File: src/rtl/ecc_scrubber_5_if.sv
// Synchronous single-port memory bus shared between the scrubber (master)
// and the SECDED codeword array (slave).
interface ecc_scrubber_5_if #(
  parameter int AW = 4
);
  logic [AW-1:0] mem_addr;
  logic          mem_re;
  logic [15:0]   mem_rdata;
  logic          mem_we;
  logic [15:0]   mem_wdata;

  modport master (
    output mem_addr,
    output mem_re,
    output mem_we,
    output mem_wdata,
    input  mem_rdata
  );

  modport slave (
    input  mem_addr,
    input  mem_re,
    input  mem_we,
    input  mem_wdata,
    output mem_rdata
  );
endinterface

File: src/rtl/ecc_scrubber_5.sv
// Background SECDED scrubber: sweeps every codeword once per start, rewrites
// single-bit-correctable words re-encoded, and counts corrected/uncorrectable words.
module ecc_scrubber_5 #(
  parameter int AW    = 4,
  parameter int CNT_W = 8
) (
  input  logic             clock,
  input  logic             reset,
  input  logic             start,
  output logic             busy,
  output logic             done,
  ecc_scrubber_5_if.master mem,
  output logic [CNT_W-1:0] corr_count,
  output logic [CNT_W-1:0] uncorr_count,
  output logic [AW-1:0]    last_uncorr_addr
);

  typedef enum logic [2:0] {IDLE, RD, EVAL, WB, DONE} state_t;

  state_t        state, state_nx;
  logic [AW-1:0] addr;
  logic [15:0]   wdata;

  logic [10:0] rd_d;
  logic [3:0]  rd_c;
  logic [3:0]  syn;
  logic        par_odd;
  logic [10:0] flip;
  logic [15:0] fixed_cw;
  logic        addr_last;

  function automatic logic [15:0] encode(input logic [10:0] d);
    logic [3:0] c;
    logic       p;
    c[0] = d[10] ^ d[9] ^ d[7] ^ d[6] ^ d[4] ^ d[2] ^ d[0];
    c[1] = d[10] ^ d[8] ^ d[7] ^ d[5] ^ d[4] ^ d[1] ^ d[0];
    c[2] = d[9]  ^ d[8] ^ d[7] ^ d[3] ^ d[2] ^ d[1] ^ d[0];
    c[3] = d[6]  ^ d[5] ^ d[4] ^ d[3] ^ d[2] ^ d[1] ^ d[0];
    p    = (^d) ^ (^c);
    return {p, c, d};
  endfunction

  always_comb begin
    rd_d     = mem.mem_rdata[10:0];
    rd_c     = mem.mem_rdata[14:11];
    syn      = encode(rd_d) >> 11;
    syn      = syn ^ rd_c;
    par_odd  = ^mem.mem_rdata;
    flip     = '0;
    // Syndromes naming a check or parity bit leave the data alone.
    case (syn)
      4'd3:    flip[10] = 1'b1;
      4'd5:    flip[9]  = 1'b1;
      4'd6:    flip[8]  = 1'b1;
      4'd7:    flip[7]  = 1'b1;
      4'd9:    flip[6]  = 1'b1;
      4'd10:   flip[5]  = 1'b1;
      4'd11:   flip[4]  = 1'b1;
      4'd12:   flip[3]  = 1'b1;
      4'd13:   flip[2]  = 1'b1;
      4'd14:   flip[1]  = 1'b1;
      4'd15:   flip[0]  = 1'b1;
      default: flip     = '0;
    endcase
    fixed_cw  = encode(rd_d ^ flip);
    addr_last = (addr == '1);
  end

  always_comb begin
    state_nx = state;
    case (state)
      IDLE: if (start) state_nx = RD;
      RD:   state_nx = EVAL;
      EVAL: begin
        if (par_odd)        state_nx = WB;
        else if (addr_last) state_nx = DONE;
        else                state_nx = RD;
      end
      WB:   state_nx = addr_last ? DONE : RD;
      DONE: state_nx = IDLE;
      default: state_nx = IDLE;
    endcase
  end

  always_ff @(posedge clock) begin
    if (reset) begin
      state            <= IDLE;
      addr             <= '0;
      wdata            <= '0;
      corr_count       <= '0;
      uncorr_count     <= '0;
      last_uncorr_addr <= '0;
    end else begin
      state <= state_nx;
      case (state)
        IDLE: begin
          if (start) begin
            addr             <= '0;
            corr_count       <= '0;
            uncorr_count     <= '0;
            last_uncorr_addr <= '0;
          end
        end
        EVAL: begin
          wdata <= fixed_cw;
          if (par_odd) begin
            if (corr_count != '1) corr_count <= corr_count + CNT_W'(1);
          end else begin
            if (syn != 4'd0) begin
              if (uncorr_count != '1) uncorr_count <= uncorr_count + CNT_W'(1);
              last_uncorr_addr <= addr;
            end
            if (!addr_last) addr <= addr + AW'(1);
          end
        end
        WB: begin
          if (!addr_last) addr <= addr + AW'(1);
        end
        default: ;
      endcase
    end
  end

  assign busy          = (state != IDLE);
  assign done          = (state == DONE);
  assign mem.mem_re    = (state == RD);
  assign mem.mem_we    = (state == WB);
  assign mem.mem_addr  = addr;
  assign mem.mem_wdata = wdata;

endmodule

File: src/flat_wrapper.sv
// flat-port wrapper written by rule: the top's interface ports become plain ports
module ecc_scrubber_5_flat 
#(
  parameter int AW    = 4,
  parameter int CNT_W = 8
)
  (clock, reset, start, busy, done, corr_count, uncorr_count, last_uncorr_addr, mem_mem_addr, mem_mem_re, mem_mem_we, mem_mem_wdata, mem_mem_rdata);
  ecc_scrubber_5_if #(.AW(AW)) mem_i ();
  input  logic clock;
  input  logic reset;
  input  logic start;
  output logic busy;
  output logic done;
  output logic [CNT_W-1:0] corr_count;
  output logic [CNT_W-1:0] uncorr_count;
  output logic [AW-1:0] last_uncorr_addr;
  output wire logic [$bits(mem_i.mem_addr)-1:0] mem_mem_addr;
  output wire logic [$bits(mem_i.mem_re)-1:0] mem_mem_re;
  output wire logic [$bits(mem_i.mem_we)-1:0] mem_mem_we;
  output wire logic [$bits(mem_i.mem_wdata)-1:0] mem_mem_wdata;
  input wire logic [$bits(mem_i.mem_rdata)-1:0] mem_mem_rdata;
  assign mem_mem_addr = mem_i.mem_addr;
  assign mem_mem_re = mem_i.mem_re;
  assign mem_mem_we = mem_i.mem_we;
  assign mem_mem_wdata = mem_i.mem_wdata;
  assign mem_i.mem_rdata = mem_mem_rdata;
  ecc_scrubber_5 #(.AW(AW), .CNT_W(CNT_W)) u_core (.clock(clock), .reset(reset), .start(start), .busy(busy), .done(done), .mem(mem_i), .corr_count(corr_count), .uncorr_count(uncorr_count), .last_uncorr_addr(last_uncorr_addr));
endmodule
File: config.mk
export PLATFORM = sky130hd
export DESIGN_NAME = ecc_scrubber_5_flat
export DESIGN_NICKNAME = d
export VERILOG_FILES = /design/src/rtl/ecc_scrubber_5_if.sv /design/src/rtl/ecc_scrubber_5.sv /design/src/flat_wrapper.sv
export SDC_FILE = /design/constraint.sdc
export NUM_CORES = 1
export LEC_CHECK = 0
export ABC_CLOCK_PERIOD_IN_PS = 5300
export BUFFER_PORTS_ARGS = -buffer_cell sky130_fd_sc_hd__clkbuf_2
export CAP_MARGIN = 15
export CORE_MARGIN = 2
export CORE_UTILIZATION = 50
export CTS_CLUSTER_DIAMETER = 200
export DETAILED_ROUTE_END_ITERATION = 8
export GPL_TIMING_DRIVEN = 0
export HOLD_SLACK_MARGIN = 0.08
export PLACE_DENSITY = 0.75
export SLEW_MARGIN = 20
export SYNTH_ARGS = -nofsm -noshare
export SYNTH_HDL_FRONTEND = slang
export SYNTH_SLANG_ARGS = --single-unit
export TNS_END_PERCENT = 20
File: constraint.sdc
create_clock -name clock -period 5.3 [get_ports clock]
set_clock_uncertainty 0.05 [all_clocks]
set_input_delay 0.795 -clock clock [delete_from_list [all_inputs] [get_ports clock]]
set_output_delay 0.795 -clock clock [all_outputs]
set_load 0.05 [all_outputs]
==> summary.txt <==
Worst-path cell chain: clkbuf_2, xnor2_1, xor2_1, xnor3_1, nand2_1, o22ai_4, nand2_2, or3_1, a21oi_1
Hold buffers post-CTS: 0
RSZ-0062 raised after global routing: no
Share of layout cells above drive strength 1: 23.12%
PortBufs: 59
Final hold viol count: 0
Die height: 77.10 µm
Fin crit period: 3145 ps
Placed cells: 434
CTS clock-pin slew for the worst setup and hold paths: 80 ps
Grt total ovfl: 0
Site row count: 26
Max Cap Viol: 0
Detail Route Antenna Nets: 0
WL/cell: 13.38 µm
Area Growth Syn to Fin: 18.55%
Post-route setup slack: 2155 ps
Post-CTS Setup Bufs: 0
CTS buffer count: 5
Die width: 77.10 µm
Core footprint: 5140 µm²
# nets final: 393
Iteration-0 DRC Markers: 120
Vias per cell: 5.233
Clk_lat worst skew: 290 ps
CTS tree: built
Ant. Diodes: 0
Critical path class: input port to flop
Flip-flop and latch area: 860.8 µm²
Rel. slew slack: 57.25%
Slew @ Worst Pin: 634.5 ps
Worst Setup SP: mem_mem_rdata[1]
I/O Pins: 63
Final Max Tran Viols: 0
Final setup vio count: 0
Synth cell types: 50
CTS root buffer: clkbuf_8
Setup TNS: 0 ps
Synth area leader: dfxtp_1
Drt total wl: 5916 µm
Final worst path period share: 59.34%
Post-synthesis sequential area ratio: 32.22%
Hold Crit Start: u_core.last_uncorr_addr[3]
First-pass GRT wire length: 10240 µm
Commonest non-fill, non-tap cells in the layout: 59 x clkbuf_2, 43 x dfxtp_1, 36 x nor2_1
Worst ir drop on vdd: 172.9 µV
Pwr dens: 333.8 nW/µm²
Die area: 5944 µm²
CTS max path bufs: 2
DRT Pass-1 Iters: 4
Clk sinks: 43
Post-Place Setup Slack: 1880 ps
Post-synth EDFFs: 0
Slowest cell on the critical path: xnor2_1
Synth top area cells: dfxtp_1 32%, xnor2_1 9.2%, xor2_1 6.6%, xnor3_1 5.9%, nor2_1 5.1%
CP startpoint kind: input port
HPWL Detailed: 4598 µm
Post-Syn Nets: 327
Multi-input logic area: 1733 µm²
Synth Warn #: 0
R2R Path Start: u_core.state[0]
Non-filler instance count after layout: 442
Htree depth: 2
Async S/R FF share, synth: 0%
Filler cell count: 490
Leakage: 1.287 nW
Worst hold path class: flop to flop
Netlist Area Pre-Place: 2671 µm²
Via count of the first global-routing pass: 2152
Critical-path maximum fanout: 10
Peak Freq: 317.9 MHz
Drc violations: 0
Top cell type's share of synthesized area: 32.22%
Mapped Cells: 305
Initial Util: 51.97%
Synthesis-stage register bit count: 43
Slowest stage delay, CP: 470 ps
Run status: completed
Worst path arrival time: 3320 ps
Post-CTS Resized: 0
Crit path capture type: flop
Largest net degree at the start of global routing: 15
GPL Wtd Cong: 0.8991
Most common cell after layout, fill and taps aside: clkbuf_2
GRT Total Usage: 21.21%
Initial antenna violation count: 0
Vias: 2313
Ys flop type: dfxtp_1
CP required: 5480 ps
Syn Area/Cell: 8.758 µm²
==> area by class of cell <==
| class | instances | area share (%) |
|---|---|---|
| clock buffer | 5 | 2.173 |
| clock inverter | 3 | 1.383 |
| inverter | 6 | 0.7112 |
| multi-input combinational | 243 | 54.72 |
| sequential | 43 | 27.18 |
| buffer | 13 | 1.738 |
| tap | 70 | 2.766 |
| timing repair buffer | 59 | 9.324 |
==> registers in the layout, summed over array words and instances (netlist names) <==
signal	cells
u_core.corr_count	8
u_core.last_uncorr_addr	4
u_core.mem.mem_addr	4
u_core.mem.mem_wdata	16
u_core.state	3
u_core.uncorr_count	8
==> cells by family after synthesis <==
family                   Yosys count  share of synthesized area [%]
flip-flops                        43                          32.22
XOR/XNOR                          61                          26.14
adder cells (fa/ha/maj)            3                          1.405
buffers and inverters             19                          2.904
AND/OR/NAND/NOR                  120                          21.87
AO/OA/AOI/OAI                     54                          13.35
multiplexers                       5                          2.108
==> power breakdown <==
| group | total, W | internal [W] | leakage, nW | switching [W] |
|---|---|---|---|---|
| Clock | 0.000254 | 0.000140 | 0.0581 | 0.000113 |
| Combinational | 0.000453 | 0.000175 | 0.881 | 0.000278 |
| Sequential | 0.000350 | 0.000340 | 0.348 | 0.0000105 |
| Total | 0.00106 | 0.000656 | 1.29 | 0.000402 |
==> synth_stat cells, types with 2 or more instances <==
library cell   n
a211oi_1      11
a21oi_1       19
a22oi_1        2
and2_1         2
and3_1         2
buf_2          2
clkbuf_1       9
dfxtp_1       43
ha_1           3
inv_1          6
mux2i_1        3
nand2_1       27
nand2b_1       3
nand3_1       13
nand3b_1       2
nand4_1        9
nor2_1        36
nor3_1         9
o21a_1         3
o21ai_0        9
o31a_1         2
or2_2          2
or3_1          7
xnor2_1       28
xnor2_2        2
xnor3_1        7
xor2_1        20
xor3_1         2
==> per-layer routing <==
| layer | up-vias | part of all wire [%] | GRT usage (%) |
|---|---|---|---|
| li1 | 1190 | - | - |
| met1 | 1058 | 48 | 30.62 |
| met2 | 63 | 46 | 32.98 |
| met3 | 2 | 5.8 | 4.000 |
| met4 | 0 | 0.64 | 4.821 |
| met5 | - | 0 | 0 |
==> path summary, 6_finish.rpt <==
kind	end	slack, ps	cells after the start
hold / removal	u_core.last_uncorr_addr[3]	410	2
setup / recovery	u_core.uncorr_count[4]	2150	9
setup reg to reg	u_core.corr_count[7]	2900	10
hold reg to reg	u_core.last_uncorr_addr[3]	410	2
==> through the flow <==
step / total power, W / util [%] / hold WS [ps] / cell area (µm²)
after global placement: 0.0008023 / 59.42 / 393.1 / 3054
after floorplan: 0.0007196 / - / 561.3 / 2671
after global routing: 0.001123 / 61.61 / 437.1 / 3167
after detailed placement: 0.0008099 / 59.42 / 400.6 / 3054
after CTS: 0.001064 / 61.61 / 411.5 / 3167
final: 0.001057 / 61.61 / 412.0 / 3167
==> worst max-delay path, delay by kind of cell <==
kind | cells | cell delay, ps
and+or+nand+nor | 3 | 660
buffers and inverters | 1 | 130
AOI/OAI and AO/OA | 2 | 460
xor gates and xnor gates | 3 | 1280
Power figures use the tool's default switching activity.
